<file path="config.mk">
export PLATFORM = sky130hd
export DESIGN_NAME = issue_controller
export DESIGN_NICKNAME = d
export VERILOG_FILES = /design/src/rtl/issue_controller.sv
export SDC_FILE = /design/constraint.sdc
export NUM_CORES = 1
export LEC_CHECK = 0
export BUFFER_PORTS_ARGS = -buffer_cell sky130_fd_sc_hd__buf_2
export CORE_MARGIN = 2
export CORE_UTILIZATION = 50
export DETAILED_ROUTE_END_ITERATION = 6
export PLACE_DENSITY = 0.79
export SYNTH_ARGS = -nofsm -noshare
export SYNTH_HDL_FRONTEND = slang
export SYNTH_SLANG_ARGS = --single-unit
</file>
<file path="constraint.sdc">
create_clock -name clk -period 3.6 [get_ports clk]
set_input_delay 0.18 -clock clk [delete_from_list [all_inputs] [get_ports clk]]
set_output_delay 0.18 -clock clk [all_outputs]
set_load 0.03 [all_outputs]
</file>
<file path="src/rtl/issue_controller.sv">
// issue_controller
//   Decides each cycle whether the decoded instruction may issue. Tracks
//   pending writes to the scalar (S) and predicate (P) banks, stalls on
//   RAW/WAW hazards, caps in-flight writes, holds issue while control flow
//   resolves and sequences the halt drain.
//
// Ports
//   clk, rst                       clock, async active-high reset
//   dec_valid                      decoder presents an instruction
//   a_/b_from_regbank,_sel,_addr   operand sources
//   z_write, z_regbank_sel/_addr   destination write
//   is_ctrl, is_halt               BR/CALL/RET, HALT
//   wb_valid, wb_regbank_sel/_addr writeback completes (clears busy)
//   br_resolve_valid, br_taken     control-flow outcome
//   dec_ready, issue_valid         accept / issue this cycle
//   flush                          one-cycle squash on taken branch
//   halted                         core halted
//   inflight                       outstanding write count

`ifndef REG_SEL
`define REG_SEL 5
`endif
`ifndef S_REGS
`define S_REGS 1'b0
`endif
`ifndef P_REGS
`define P_REGS 1'b1
`endif

module issue_controller #(
  parameter int NUM_S_REGS   = 32,
  parameter int NUM_P_REGS   = 8,
  parameter int MAX_INFLIGHT = 4
) (
  input  logic                clk,
  input  logic                rst,
  input  logic                dec_valid,
  input  logic                a_from_regbank,
  input  logic                a_regbank_sel,
  input  logic [`REG_SEL-1:0] a_regbank_addr,
  input  logic                b_from_regbank,
  input  logic                b_regbank_sel,
  input  logic [`REG_SEL-1:0] b_regbank_addr,
  input  logic                z_write,
  input  logic                z_regbank_sel,
  input  logic [`REG_SEL-1:0] z_regbank_addr,
  input  logic                is_ctrl,
  input  logic                is_halt,
  input  logic                wb_valid,
  input  logic                wb_regbank_sel,
  input  logic [`REG_SEL-1:0] wb_regbank_addr,
  input  logic                br_resolve_valid,
  input  logic                br_taken,
  output logic                dec_ready,
  output logic                issue_valid,
  output logic                flush,
  output logic                halted,
  output logic [3:0]          inflight
);

  typedef enum logic [1:0] {RUN, WAIT_BR, DRAIN, HALTED} state_e;

  state_e                  state_q, state_d;
  logic [NUM_S_REGS-1:0]   busy_s_q, busy_s_d;
  logic [NUM_P_REGS-1:0]   busy_p_q, busy_p_d;
  logic [3:0]              inflight_q, inflight_d;

  // Busy vectors with this cycle's writeback already removed; used both for
  // the hazard check (same-cycle bypass) and as the base of the next state.
  logic [NUM_S_REGS-1:0]   eff_s;
  logic [NUM_P_REGS-1:0]   eff_p;
  logic                    haz_a, haz_b, haz_z, hazard;
  logic [3:0]              inflight_after_wb;
  logic                    set_busy;

  always_comb begin
    eff_s = busy_s_q;
    eff_p = busy_p_q;
    if (wb_valid) begin
      if (wb_regbank_sel == `P_REGS) eff_p[wb_regbank_addr[2:0]] = 1'b0;
      else                           eff_s[wb_regbank_addr]      = 1'b0;
    end
  end

  always_comb begin
    haz_a  = a_from_regbank && ((a_regbank_sel == `P_REGS) ? eff_p[a_regbank_addr[2:0]]
                                                          : eff_s[a_regbank_addr]);
    haz_b  = b_from_regbank && ((b_regbank_sel == `P_REGS) ? eff_p[b_regbank_addr[2:0]]
                                                          : eff_s[b_regbank_addr]);
    haz_z  = z_write && ((z_regbank_sel == `P_REGS) ? eff_p[z_regbank_addr[2:0]]
                                                    : eff_s[z_regbank_addr]);
    hazard = haz_a || haz_b || haz_z;
    // Spurious writeback at zero saturates instead of wrapping.
    inflight_after_wb = (wb_valid && inflight_q != '0) ? inflight_q - 4'd1 : inflight_q;
  end

  // Scoreboard next state: set on issue wins over a same-cycle clear.
  always_comb begin
    busy_s_d   = eff_s;
    busy_p_d   = eff_p;
    set_busy   = issue_valid && z_write &&
                 !(z_regbank_sel == `S_REGS && z_regbank_addr == '0);
    if (set_busy) begin
      if (z_regbank_sel == `P_REGS) busy_p_d[z_regbank_addr[2:0]] = 1'b1;
      else                          busy_s_d[z_regbank_addr]      = 1'b1;
    end
    inflight_d = inflight_after_wb + {3'b000, set_busy};
  end

  // State and scoreboard registers
  always_ff @(posedge clk or posedge rst) begin
    if (rst) begin
      state_q    <= RUN;
      busy_s_q   <= '0;
      busy_p_q   <= '0;
      inflight_q <= '0;
    end else begin
      state_q    <= state_d;
      busy_s_q   <= busy_s_d;
      busy_p_q   <= busy_p_d;
      inflight_q <= inflight_d;
    end
  end

  // Next-state logic
  always_comb begin
    state_d = state_q;
    unique case (state_q)
      RUN: begin
        if (issue_valid && is_ctrl)      state_d = WAIT_BR;
        else if (issue_valid && is_halt) state_d = DRAIN;
      end
      WAIT_BR: if (br_resolve_valid)      state_d = RUN;
      DRAIN:   if (inflight_after_wb == '0) state_d = HALTED;
      HALTED:  state_d = HALTED;
      default: state_d = RUN;
    endcase
  end

  // Outputs; dec_ready is gated by rst because the register only clears
  // state, not the combinational accept path.
  always_comb begin
    dec_ready   = !rst && (state_q == RUN) && !hazard &&
                  !(z_write && inflight_after_wb == 4'(MAX_INFLIGHT));
    issue_valid = dec_valid && dec_ready;
    flush       = (state_q == WAIT_BR) && br_resolve_valid && br_taken;
    halted      = (state_q == HALTED);
    inflight    = inflight_q;
  end

endmodule
</file>
[Word-level counts from Yosys, hierarchy flattened]
Cells that the tools add are included.
Operators by class
  bitwise logic cells: 7
  $lt $le $gt $ge: 12
  shift operators: 0
  multiplexer cells: 37
  add/sub/neg operators: 2
  div/mod/pow operators: 0
  multiply operators: 0
  equal/unequal tests: 7
  reductions and logical operators: 31
Operator list (count)
  2-to-1 mux 32 bit: 4
  bitwise AND 32 bit: 1
  2-to-1 mux 8 bit: 4
  inverter 32 bit: 1
  OR 32 bit: 1
  less-than comparator 5 x 6 -> 1 bit (second input constant): 4
  logical AND 1 bit: 20
  less-than comparator 3 x 4 -> 1 bit (second input constant): 4
  binary-select mux 1 bit (select 5 bit): 3
  2-to-1 mux 1 bit: 13
  demux 1 bit (select 5 bit): 2
  >= comparator 5 x 1 -> 1 bit (second input constant): 2
  binary-select mux 1 bit (select 3 bit): 3
  bitwise AND 8 bit: 1
  2-to-1 mux 2 bit: 4
  inverter 8 bit: 1
  OR 8 bit: 1
  case mux 2 bit (4 select lines): 1
  demux 1 bit (select 3 bit): 2
  >= comparator 3 x 1 -> 1 bit (second input constant): 2
  logical NOT 5 bit: 1
  adder 4 x 1 -> 4 bit: 1
  == test 2 bit (second input constant): 2
  == test 4 x 3 -> 1 bit (second input constant): 1
  12 further kinds: 17
Storage, ports and cells
  bits in registers: 46
  memories kept: 0
  word-level logic and storage cells: 100
  bits in writable memories: 0
  input port bits: 35
  bits in latches: 0
  ROM bits: 0
  output and inout port bits: 8

[Longest topological paths before layout]
Gate-level depths: netlist of the first run.
  word-level depth: 22
  gate-level depth with buffers: 14
  depth with buffers taken out: 13

[Worst setup path after synthesis of the first run]
Ideal clock, no wire load.
  kind: in2reg
  from: input wb_valid
  to: register inflight_q[2] (netlist: inflight[2])
  cell stages on the path: 14
  setup slack: 0.487 ns
  path buffers: 3
  arrival time: 2.985 ns
  library setup time: 0.129 ns
  data required time: 3.471 ns
  cell sequence: clkbuf_1 nand4bb_1 clkbuf_1 o21ai_0 mux4_2 or2_2 a311oi_1 o2111ai_2 nand3_2 clkbuf_1 nor2_1 ha_1 ha_1 xnor2_1
Between the ends
  cells in the longest elaborated chain, start to end: 14
  elaborated cells on any way between the ends: 34
  classes of those cells: add/sub (1); eq/ne (1); mux (18); reduce/logical (14)
Ends and longest elaborated chain
  start, declared: line 49  | input logic wb_valid,
  2-to-1 mux 32 bit / 2-to-1 mux 8 bit (equally long branches): line 79  | if (wb_valid) begin
  binary-select mux 1 bit (select 5 bit) (tied with other cells): line 87  | : eff_s[a_regbank_addr]);
  2-to-1 mux 1 bit (on tied branches)
  2-to-1 mux 1 bit (on tied branches): line 86, 88
  logical AND 1 bit (on tied branches): line 86, 88
  logical OR 1 bit (2 in series): line 92  | hazard = haz_a || haz_b || haz_z;
  logical NOT 1 bit: line 143  | dec_ready = !rst && (state_q == RUN) && !hazard &&
  logical AND 1 bit (2 in series): line 143
  logical AND 1 bit: line 145  | issue_valid = dec_valid && dec_ready;
  logical AND 1 bit (2 in series): line 101  | set_busy = issue_valid && z_write &&
  adder 4 x 1 -> 4 bit *: line 107  | inflight_d = inflight_after_wb + {3'b000, set_busy};
  named net inflight_d[2]: line 66  | logic [3:0] inflight_q, inflight_d;
  end signal, assigned: line 121  | inflight_q <= inflight_d;
  end, declared: line 66
Mark *: on every way through the listed nets, which the timed path passes. The rest lies on a longest branch. The select of a mux whose other input is x is not followed.
A chain may end at the register's enable or synchronous reset.

[Worst setup path in the final report of the first run]
  from: input wb_regbank_addr[1]
  to: output issue_valid
Between the ends
  cells in the longest elaborated chain, start to end: 18
  elaborated cells on any way between the ends: 42
  classes of those cells: order compare (4); mux (23); bitwise (4); reduce/logical (11)
Ends and longest elaborated chain
  start, declared: line 51  | input logic [`REG_SEL-1:0] wb_regbank_addr,
  less-than comparator 5 x 6 -> 1 bit (implied by the code) (tied with other cells): line 81  | else eff_s[wb_regbank_addr] = 1'b0;
  logical AND 1 bit (on tied branches): line 81, 80
  2-to-1 mux 1 bit (on tied branches): line 81, 80
  demux 1 bit (select 5 bit) / demux 1 bit (select 3 bit) (equally long branches): line 81, 80
  inverter 32 bit (no line) / inverter 8 bit (equally long branches)
  bitwise AND 32 bit (no line) / bitwise AND 8 bit (equally long branches)
  2-to-1 mux 32 bit / 2-to-1 mux 8 bit (equally long branches): line 80  | if (wb_regbank_sel == `P_REGS) eff_p[wb_regbank_addr[2:0]] = 1'b0;
  2-to-1 mux 32 bit / 2-to-1 mux 8 bit (equally long branches): line 79
  binary-select mux 1 bit (select 5 bit) (tied with other cells): line 87
  2-to-1 mux 1 bit (on tied branches)
  2-to-1 mux 1 bit (on tied branches): line 86, 88
  logical AND 1 bit (on tied branches): line 86, 88
  logical OR 1 bit: line 92
  logical OR 1 bit *: line 92
  logical NOT 1 bit *: line 143
  logical AND 1 bit * (2 in series): line 143
  logical AND 1 bit *: line 145
  end, declared: line 55  | output logic issue_valid,
Mark *: on every way between the ends. The rest lies on a longest branch, timed or not. The select of a mux whose other input is x is not followed.

==> flow_metrics.env, run 1 <==
export IMPL_ios=43
export IMPL_period_share=0.922
export IMPL_rows=31
export IMPL_ys_seq_area_frac=0.316
export IMPL_clock_latency_ns=0.31
export IMPL_async_reset_ff_frac=1.00
export IMPL_syn_to_final_growth_pct=13.9
export IMPL_drc_errors=0
export IMPL_cp_start_kind="primary input"
export IMPL_p_comb_frac=0.390
export IMPL_setup_worst_path_end_class="primary output"
export IMPL_power_density_nw_per_um2=374
export IMPL_synth_edf_count=0
export IMPL_clk_path_buf_depth=2
export IMPL_ys_types=66
export IMPL_fin_setup_tns_ns=0
export IMPL_cts_setup_buffers=0
export IMPL_netlist_area_um2=3650
export IMPL_antenna_cells=0
export IMPL_period_needed_ns=3.32
export IMPL_critical_path_max_fanout=11
export IMPL_hold_viol=0
export IMPL_slew_headroom=0.332
export IMPL_cts_hold_buf=0
export IMPL_grt_pass1_wl_um=19500
export IMPL_final_max_slew_viol_count=0
export IMPL_synth_top_cell_by_area="dfrtp_1"
export IMPL_grt_max_degree=47
export IMPL_hpwlAfterDp_um=9060
export IMPL_internal_power_uw=940
export IMPL_mostFrequentLayoutCells="66 x o21ai_0, 46 x dfrtp_1, 42 x buf_2, 31 x buf_4, 22 x nand3_1"
export IMPL_syn_nets=448
export IMPL_drt_pre_antenna_iters=6
export IMPL_arrival_ns=3.14
export IMPL_cp_required_ns=3.42
export IMPL_status="complete, no violations"
export IMPL_start_util=0.508
export IMPL_p_sw_frac=0.395
export IMPL_htreeDepth=2
export IMPL_switching_power_uw=614
export IMPL_leakagePower_nw=1.63
export IMPL_track_usage=0.323
export IMPL_cts_tree="done"
export IMPL_synth_seq_cells=46
export IMPL_synthCells=410
export IMPL_ctsRootBufferMaster="clkbuf_8"
export IMPL_path_clk_slew_ns=0.08
export IMPL_die_y_um=89.4
export IMPL_vias=4027
export IMPL_vias_per_cell=7.23
export IMPL_clock_sinks=46
export IMPL_gp_congestion=1.07
export IMPL_grt_pass1_vias=3577
export IMPL_synth_warnings=0
export IMPL_cts_resized=0
export IMPL_dieArea_um2=8000
export IMPL_io_buffers=42
export IMPL_cts_made_buffers=5
export IMPL_hold_class="primary input to asynchronous set/reset pin"
export IMPL_rsz0062_at_grt="no"
export IMPL_grt_antenna_before_repair=0
export IMPL_p_total_mw=1.55
export IMPL_fp_dieW_um=89.4
export IMPL_fin_skew_ns=0.00678
export IMPL_layout_commonest_cell="o21ai_0"
export IMPL_synth_area_top_cells="dfrtp_1 32%, o21ai_0 9.1%, mux4_2 8.6%, nand3_1 3.0%, clkbuf_1 2.7%"
export IMPL_ant_nets=0
export IMPL_grt_overflow=0
export IMPL_core_area_um2=7180
export IMPL_synth_top_area_share=0.316
export IMPL_synth_top_flop_cell="dfrtp_1"
export IMPL_wl_per_cell_um=22.3
export IMPL_first_iter_violations=868
export IMPL_drv_cap=0
export IMPL_vdd_drop_max_uv=388
export IMPL_tightest_slew_ns=1.00
export IMPL_fmax_mhz=301
export IMPL_setup_viol=0
export IMPL_sequentialPowerShare=0.409
export IMPL_fin_nets=496
export IMPL_drive_gt1_frac=0.231
export IMPL_synth_area_per_cell_um2=8.90
export IMPL_clockPowerShare=0.201
export IMPL_drt_total_wl_um=12400
export IMPL_critPathKind="primary input to primary output"
## through the flow
stage / setup WS, ns / util / hold slack (ns) / std cells / instance area, um2
global route: 0.182 / 0.579 / 0.162 / 557 / 4150
global placement: 0.311 / 0.568 / 0.447 / 550 / 4080
detailed placement: 0.266 / 0.568 / 0.465 / 550 / 4080
floorplan: 0.487 / - / 0.326 / 410 / 3650
finish: 0.283 / 0.579 / 0.122 / 557 / 4150
CTS: 0.392 / 0.579 / 0.144 / 557 / 4150
## worst paths after layout
path                                       start                     end  slack, ns  depth (start not counted)
setup / recovery              wb_regbank_addr[1]             issue_valid       0.28                         12
hold / removal                               rst   inflight[0]$_DFF_PP0_       0.12                          2
setup reg to reg           inflight[0]$_DFF_PP0_  busy_s_q[27]$_DFF_PP0_       0.66                         11
hold reg to reg            busy_s_q[0]$_DFF_PP0_   busy_s_q[0]$_DFF_PP0_       0.57                          1
max in group asynchronous                    rst  busy_s_q[22]$_DFF_PP0_       2.86                          2
min in group clk                         is_ctrl  state_q[0]$_DFFE_PP0P_       0.15                          3
## power by group through the flow
stage	registers [mW]	logic, mW	clock network (mW)
after floorplan	0.675	0.368	0
after global placement	0.641	0.578	0
after detailed placement	0.645	0.591	0
after CTS	0.636	0.594	0.315
after global routing	0.646	0.648	0.335
final	0.636	0.606	0.312
## cells by family after synthesis
logic type	Yosys count	synth area share
AOI/OAI and AO/OA	153	0.295
and+or+nand+nor	137	0.214
buffers and inverters	47	0.0532
DFF	46	0.315
muxes	19	0.100
xor gates and xnor gates	5	0.0120
adders and majority gates	3	0.0103
## critical path, stage by stage
cell and delay, ns:
buf_2 0.16, or4b_1 0.68, buf_4 0.22, o21ai_0 0.38
mux4_2 0.33, nor4b_1 0.05, a211oi_1 0.27, o221a_2 0.29
nand3_2 0.13, buf_4 0.18, nor2_1 0.07, buf_2 0.20
## synth_stat cells (3+ instances only)
library cell / n
or3_1: 3
nor4_1: 6
a32oi_1: 4
nand4_1: 7
o21bai_1: 4
and3_1: 4
nand3b_1: 9
o22ai_1: 3
nand2_1: 20
mux2i_1: 4
a211o_1: 3
xnor2_1: 4
nor2b_1: 10
o211ai_1: 11
nor3_1: 7
ha_1: 3
nand3_1: 22
o21ai_0: 66
or3b_2: 3
nor2_1: 20
clkbuf_1: 26
a311oi_1: 3
o41ai_1: 7
o31ai_1: 6
and2_1: 4
a21oi_1: 6
mux4_2: 14
o2111ai_1: 8
o41a_1: 4
nand2b_1: 8
a31oi_1: 3
dfrtp_1: 46
a211oi_1: 4
inv_1: 15
o311ai_0: 3
## registers in the layout (all words and copies together), names as in the netlist
signal and cells:
busy_p_q 8, busy_s_q 32, inflight 4, state_q 2
## layer usage
layer / wire length (um) / GRT usage / vias up
met4: 762 / 0.172 / 0
met5: 0 / 0 / -
met2: 5240 / 0.458 / 363
met1: 4750 / 0.445 / 1869
li1: - / - / 1714
met3: 1690 / 0.0905 / 81
## cell type report
| class | instances | area (um2) |
|---|---|---|
| clock buffers | 7 | 76.3 |
| flip-flops and latches | 46 | 1150 |
| multi-input cells | 317 | 2300 |
| repair buffers | 73 | 443 |
| inverters | 15 | 56.3 |
| fillers | 633 | 3020 |
| well taps | 99 | 124 |
(Power assumes the default switching activity.)
==> run 2: changes to the inputs <==
Settings changed: PLACE_DENSITY 0.79 to 0.7.
==> flow_metrics.env, run 2 (synthesis gave the netlist of run 1 again) <==
export IMPL_status="complete, no violations"
export IMPL_fin_nets=496
export IMPL_first_iter_violations=574
export IMPL_rows=31
export IMPL_top_register="busy_s_q"
export IMPL_setup_worst_path_end_class="primary output"
export IMPL_period_share=0.956
export IMPL_clock_latency_ns=0.31
export IMPL_drv_cap=0
export IMPL_sequentialPowerShare=0.401
export IMPL_grt_pass1_wl_um=19400
export IMPL_setup_viol=0
export IMPL_hpwlAfterDp_um=9070
export IMPL_clk_path_buf_depth=2
export IMPL_cts_hold_buf=0
export IMPL_hold_viol=0
export IMPL_p_comb_frac=0.381
export IMPL_track_usage=0.323
export IMPL_clockPowerShare=0.217
export IMPL_fp_dieW_um=89.4
export IMPL_cp_start_kind="primary input"
export IMPL_power_density_nw_per_um2=381
export IMPL_cts_tree="done"
export IMPL_htreeDepth=2
export IMPL_core_area_um2=7180
export IMPL_mostFrequentLayoutCells="66 x o21ai_0, 46 x dfrtp_1, 42 x buf_2, 31 x buf_4, 22 x nand3_1"
export IMPL_vias_per_cell=7.18
export IMPL_critical_path_max_fanout=15
export IMPL_arrival_ns=3.26
export IMPL_final_cells=558
export IMPL_ctsRootBufferMaster="clkbuf_8"
export IMPL_wl_per_cell_um=22.4
export IMPL_drt_total_wl_um=12500
export IMPL_hold_class="primary input to asynchronous set/reset pin"
export IMPL_cts_made_buffers=5
export IMPL_leakagePower_nw=1.64
export IMPL_ant_nets=0
export IMPL_final_max_slew_viol_count=0
export IMPL_switching_power_uw=629
export IMPL_cts_setup_buffers=0
export IMPL_worst_slack_ns=0.160
export IMPL_die_y_um=89.4
export IMPL_dp_slack_ns=0.128
export IMPL_grt_overflow=0
export IMPL_largest_register_ffs=32
export IMPL_internal_power_uw=960
export IMPL_fin_setup_tns_ns=0
export IMPL_ios=43
export IMPL_clock_sinks=46
export IMPL_rr_startpoint="inflight[0]$_DFF_PP0_"
export IMPL_rsz0062_at_grt="no"
export IMPL_vias=4006
export IMPL_drive_gt1_frac=0.235
export IMPL_tightest_slew_ns=1.01
export IMPL_p_sw_frac=0.396
export IMPL_cts_resized=0
export IMPL_period_needed_ns=3.44
export IMPL_layout_commonest_cell="o21ai_0"
export IMPL_placed_cells=550
export IMPL_antenna_cells=0
export IMPL_critPathKind="primary input to primary output"
export IMPL_fmax_mhz=291
export IMPL_fin_area_um2=4170
export IMPL_grt_max_degree=47
export IMPL_grt_antenna_before_repair=0
export IMPL_path_clk_slew_ns=0.09
export IMPL_final_util=0.581
export IMPL_syn_to_final_growth_pct=14.3
export IMPL_place_area_um2=4080
export IMPL_slew_headroom=0.328
export IMPL_grt_pass1_vias=3562
export IMPL_start_util=0.508
export IMPL_cp_required_ns=3.42
export IMPL_drc_errors=0
export IMPL_io_buffers=42
export IMPL_vdd_drop_max_uv=290
export IMPL_drt_pre_antenna_iters=7
export IMPL_reg2reg_depth=13
export IMPL_crit_start="wb_regbank_addr[1]"
export IMPL_gp_congestion=0.987
export IMPL_fin_skew_ns=0.0125
export IMPL_dieArea_um2=8000
[run 2: changes by cell type in the layout (fill, tap and decap cells not counted)]
cell	before	now
clkinv_2	0	1
clkbuf_8	5	6
clkbuf_1	2	1
[run 2: routing by layer]
metal | GRT usage | share of wire
met1 | 0.464 | 0.40
met2 | 0.479 | 0.43
met3 | 0.0628 | 0.13
met4 | 0.128 | 0.041
met5 | 0 | 0
[run 2: area by class of cell]
| class | count | area, um2 |
|---|---|---|
| Fill cell | 644 | 3010 |
| Multi-Input combinational cell | 317 | 2300 |
| Sequential cell | 46 | 1150 |
| Timing Repair Buffer | 73 | 443 |
| Tap cell | 99 | 124 |
| Clock buffer | 7 | 86.3 |
| Inverter | 15 | 56.3 |
| Clock inverter | 1 | 5.00 |
[run 2: power groups by stage]
stage	Sequential [mW]	Clock, mW	Combinational (mW)
6_report	0.638	0.345	0.606
5_1_grt	0.647	0.359	0.653
4_1_cts	0.637	0.345	0.595
3_5_place_dp	0.646	0	0.593
3_3_place_gp	0.645	0	0.583
2_1_floorplan	0.675	0	0.368
[run 2: metrics by stage]
step / power, mW / hold slack, ns
2_1_floorplan: 1.04 / 0.326
3_3_place_gp: 1.23 / 0.453
3_5_place_dp: 1.24 / 0.468
4_1_cts: 1.58 / 0.144
5_1_grt: 1.66 / 0.155
6_report: 1.59 / 0.118
[run 2: final timing paths]
kind                                                to  slack, ns
worst max-delay path                       issue_valid       0.16
worst max register to register   inflight[2]$_DFF_PP0_       0.55
worst min-delay path            state_q[1]$_DFFE_PP0P_       0.12
max in group asynchronous       busy_s_q[30]$_DFF_PP0_       2.86
min in group clk                state_q[0]$_DFFE_PP0P_       0.14
worst min register to register  state_q[1]$_DFFE_PP0P_       0.56
[run 2: critical path, stage by stage]
cell	delay, ns
buf_2	0.16
or4b_1	0.63
buf_4	0.21
o21ai_0	0.41
mux4_2	0.33
o22ai_1	0.08
a211oi_1	0.31
o221a_2	0.28
nand3_2	0.15
buf_4	0.23
nor2_1	0.08
buf_2	0.19
==> run 3: changes to the inputs <==
Settings changed: CORE_UTILIZATION 50 to 35, PLACE_DENSITY 0.7 to default.
==> flow_metrics.env, run 3 (synthesis gave the netlist of run 1 again) <==
export IMPL_status="complete, no violations"
export IMPL_gp_congestion=1.00
export IMPL_first_iter_violations=343
export IMPL_drt_total_wl_um=13300
export IMPL_grt_overflow=0
export IMPL_track_usage=0.244
export IMPL_die_y_um=106
export IMPL_grt_pass1_wl_um=21300
export IMPL_clk_path_buf_depth=2
export IMPL_critPathKind="primary input to primary output"
export IMPL_tightest_slew_ns=1.11
export IMPL_dieArea_um2=11300
export IMPL_ant_nets=0
export IMPL_final_max_slew_viol_count=0
export IMPL_fp_dieW_um=106
export IMPL_critical_path_max_fanout=11
export IMPL_clock_latency_ns=0.33
export IMPL_cts_made_buffers=5
export IMPL_path_clk_slew_ns=0.10
export IMPL_period_needed_ns=3.42
export IMPL_drc_errors=0
export IMPL_top_register="busy_s_q"
export IMPL_nFillCells=1046
export IMPL_cts_hold_buf=0
export IMPL_grt_pass1_vias=3819
export IMPL_ctsRootBufferMaster="clkbuf_8"
export IMPL_drive_gt1_frac=0.234
export IMPL_start_util=0.357
export IMPL_fin_skew_ns=0.0128
export IMPL_hold_viol=0
export IMPL_rows=37
export IMPL_drt_pre_antenna_iters=5
export IMPL_hold_slack_ns=0.0936
export IMPL_cp_required_ns=3.42
export IMPL_period_share=0.950
export IMPL_cts_setup_buffers=0
export IMPL_hold_class="primary input to asynchronous set/reset pin"
export IMPL_antenna_cells=0
export IMPL_grt_max_degree=47
export IMPL_setup_worst_path_end_class="primary output"
export IMPL_drv_cap=0
export IMPL_leakagePower_nw=1.66
export IMPL_rsz0062_at_grt="no"
export IMPL_rr_startpoint="inflight[0]$_DFF_PP0_"
export IMPL_syn_to_final_growth_pct=16.5
export IMPL_cp_start_kind="primary input"
export IMPL_io_buffers=42
export IMPL_htreeDepth=2
export IMPL_clock_sinks=46
export IMPL_cts_resized=0
export IMPL_setup_viol=0
export IMPL_fmax_mhz=292
export IMPL_ios=43
export IMPL_power_density_nw_per_um2=411
export IMPL_vias=3912
export IMPL_vdd_drop_max_uv=241
export IMPL_final_util=0.416
export IMPL_slew_headroom=0.261
export IMPL_cts_tree="done"
export IMPL_mostFrequentLayoutCells="66 x o21ai_0, 46 x dfrtp_1, 42 x buf_2, 29 x buf_4, 22 x nand3_1"
export IMPL_grt_antenna_before_repair=0
export IMPL_wl_per_cell_um=22.4
export IMPL_fin_setup_tns_ns=0
export IMPL_hpwlAfterDp_um=9540
export IMPL_fin_nets=494
export IMPL_vias_per_cell=6.60
export IMPL_arrival_ns=3.24
export IMPL_core_area_um2=10200
export IMPL_crit_start="wb_regbank_addr[1]"
export IMPL_largest_register_ffs=32
export IMPL_layout_commonest_cell="o21ai_0"
-- run 3: cell types whose count changed in the layout (fill, tap and decap cells not counted) --
cell	change
buf_4	-2
clkbuf_1	-1
bufinv_16	+2
clkinv_2	-1
-- run 3: final cells by class --
class                           count  area (um2)  area share
Clock buffer                        6        82.6      0.0194
Tap cell                          136         170      0.0400
Clock inverter                      2        60.1      0.0141
Timing Repair Buffer               71         428       0.101
Multi-Input combinational cell    317        2300       0.542
Sequential cell                    46        1150       0.271
Inverter                           15        56.3      0.0132
-- run 3: final timing paths --
kind                                               end  slack (ns)  cells after the start
max in group asynchronous       busy_s_q[11]$_DFF_PP0_        2.86                      2
worst min register to register   busy_s_q[0]$_DFF_PP0_        0.56                      1
worst max-delay path                       issue_valid        0.18                     11
worst min-delay path            state_q[1]$_DFFE_PP0P_        0.09                      2
worst max register to register   inflight[2]$_DFF_PP0_        0.50                     13
min in group clk                state_q[0]$_DFFE_PP0P_        0.11                      3
-- run 3: power by group --
| group | total (mW) | internal [mW] | switching, mW | leakage [nW] |
|---|---|---|---|---|
| registers | 0.638 | 0.582 | 0.0560 | 0.627 |
| clock network | 0.501 | 0.296 | 0.205 | 0.0714 |
| logic | 0.608 | 0.221 | 0.386 | 0.960 |
| total | 1.75 | 1.10 | 0.647 | 1.66 |
-- run 3: worst max-delay path, cell delays in order --
cell,delay [ns]
buf_2,0.16
or4b_1,0.79
o21ai_0,0.54
a22oi_1,0.17
o311ai_0,0.36
nor4_1,0.12
o2111ai_2,0.26
nand3_2,0.15
buf_4,0.22
nor2_1,0.08
buf_2,0.19
-- run 3: layer usage --
| layer | GRT usage | up-vias | wire, um |
|---|---|---|---|
| li1 | - | 1717 | - |
| met1 | 0.315 | 1913 | 5360 |
| met2 | 0.391 | 236 | 6100 |
| met3 | 0.0472 | 46 | 1260 |
| met4 | 0.116 | 0 | 584 |
| met5 | 0 | - | 0 |
-- run 3: metrics by stage --
stage | area (um2) | setup slack, ns | std cells | power (mW)
4_1_cts | 4250 | 0.217 | 593 | 1.75
6_report | 4250 | 0.180 | 593 | 1.75
5_1_grt | 4250 | 0.0150 | 593 | 1.84
3_3_place_gp | 4110 | 0.251 | 585 | 1.24
2_1_floorplan | 3650 | 0.487 | 410 | 1.04
3_5_place_dp | 4110 | 0.177 | 585 | 1.25
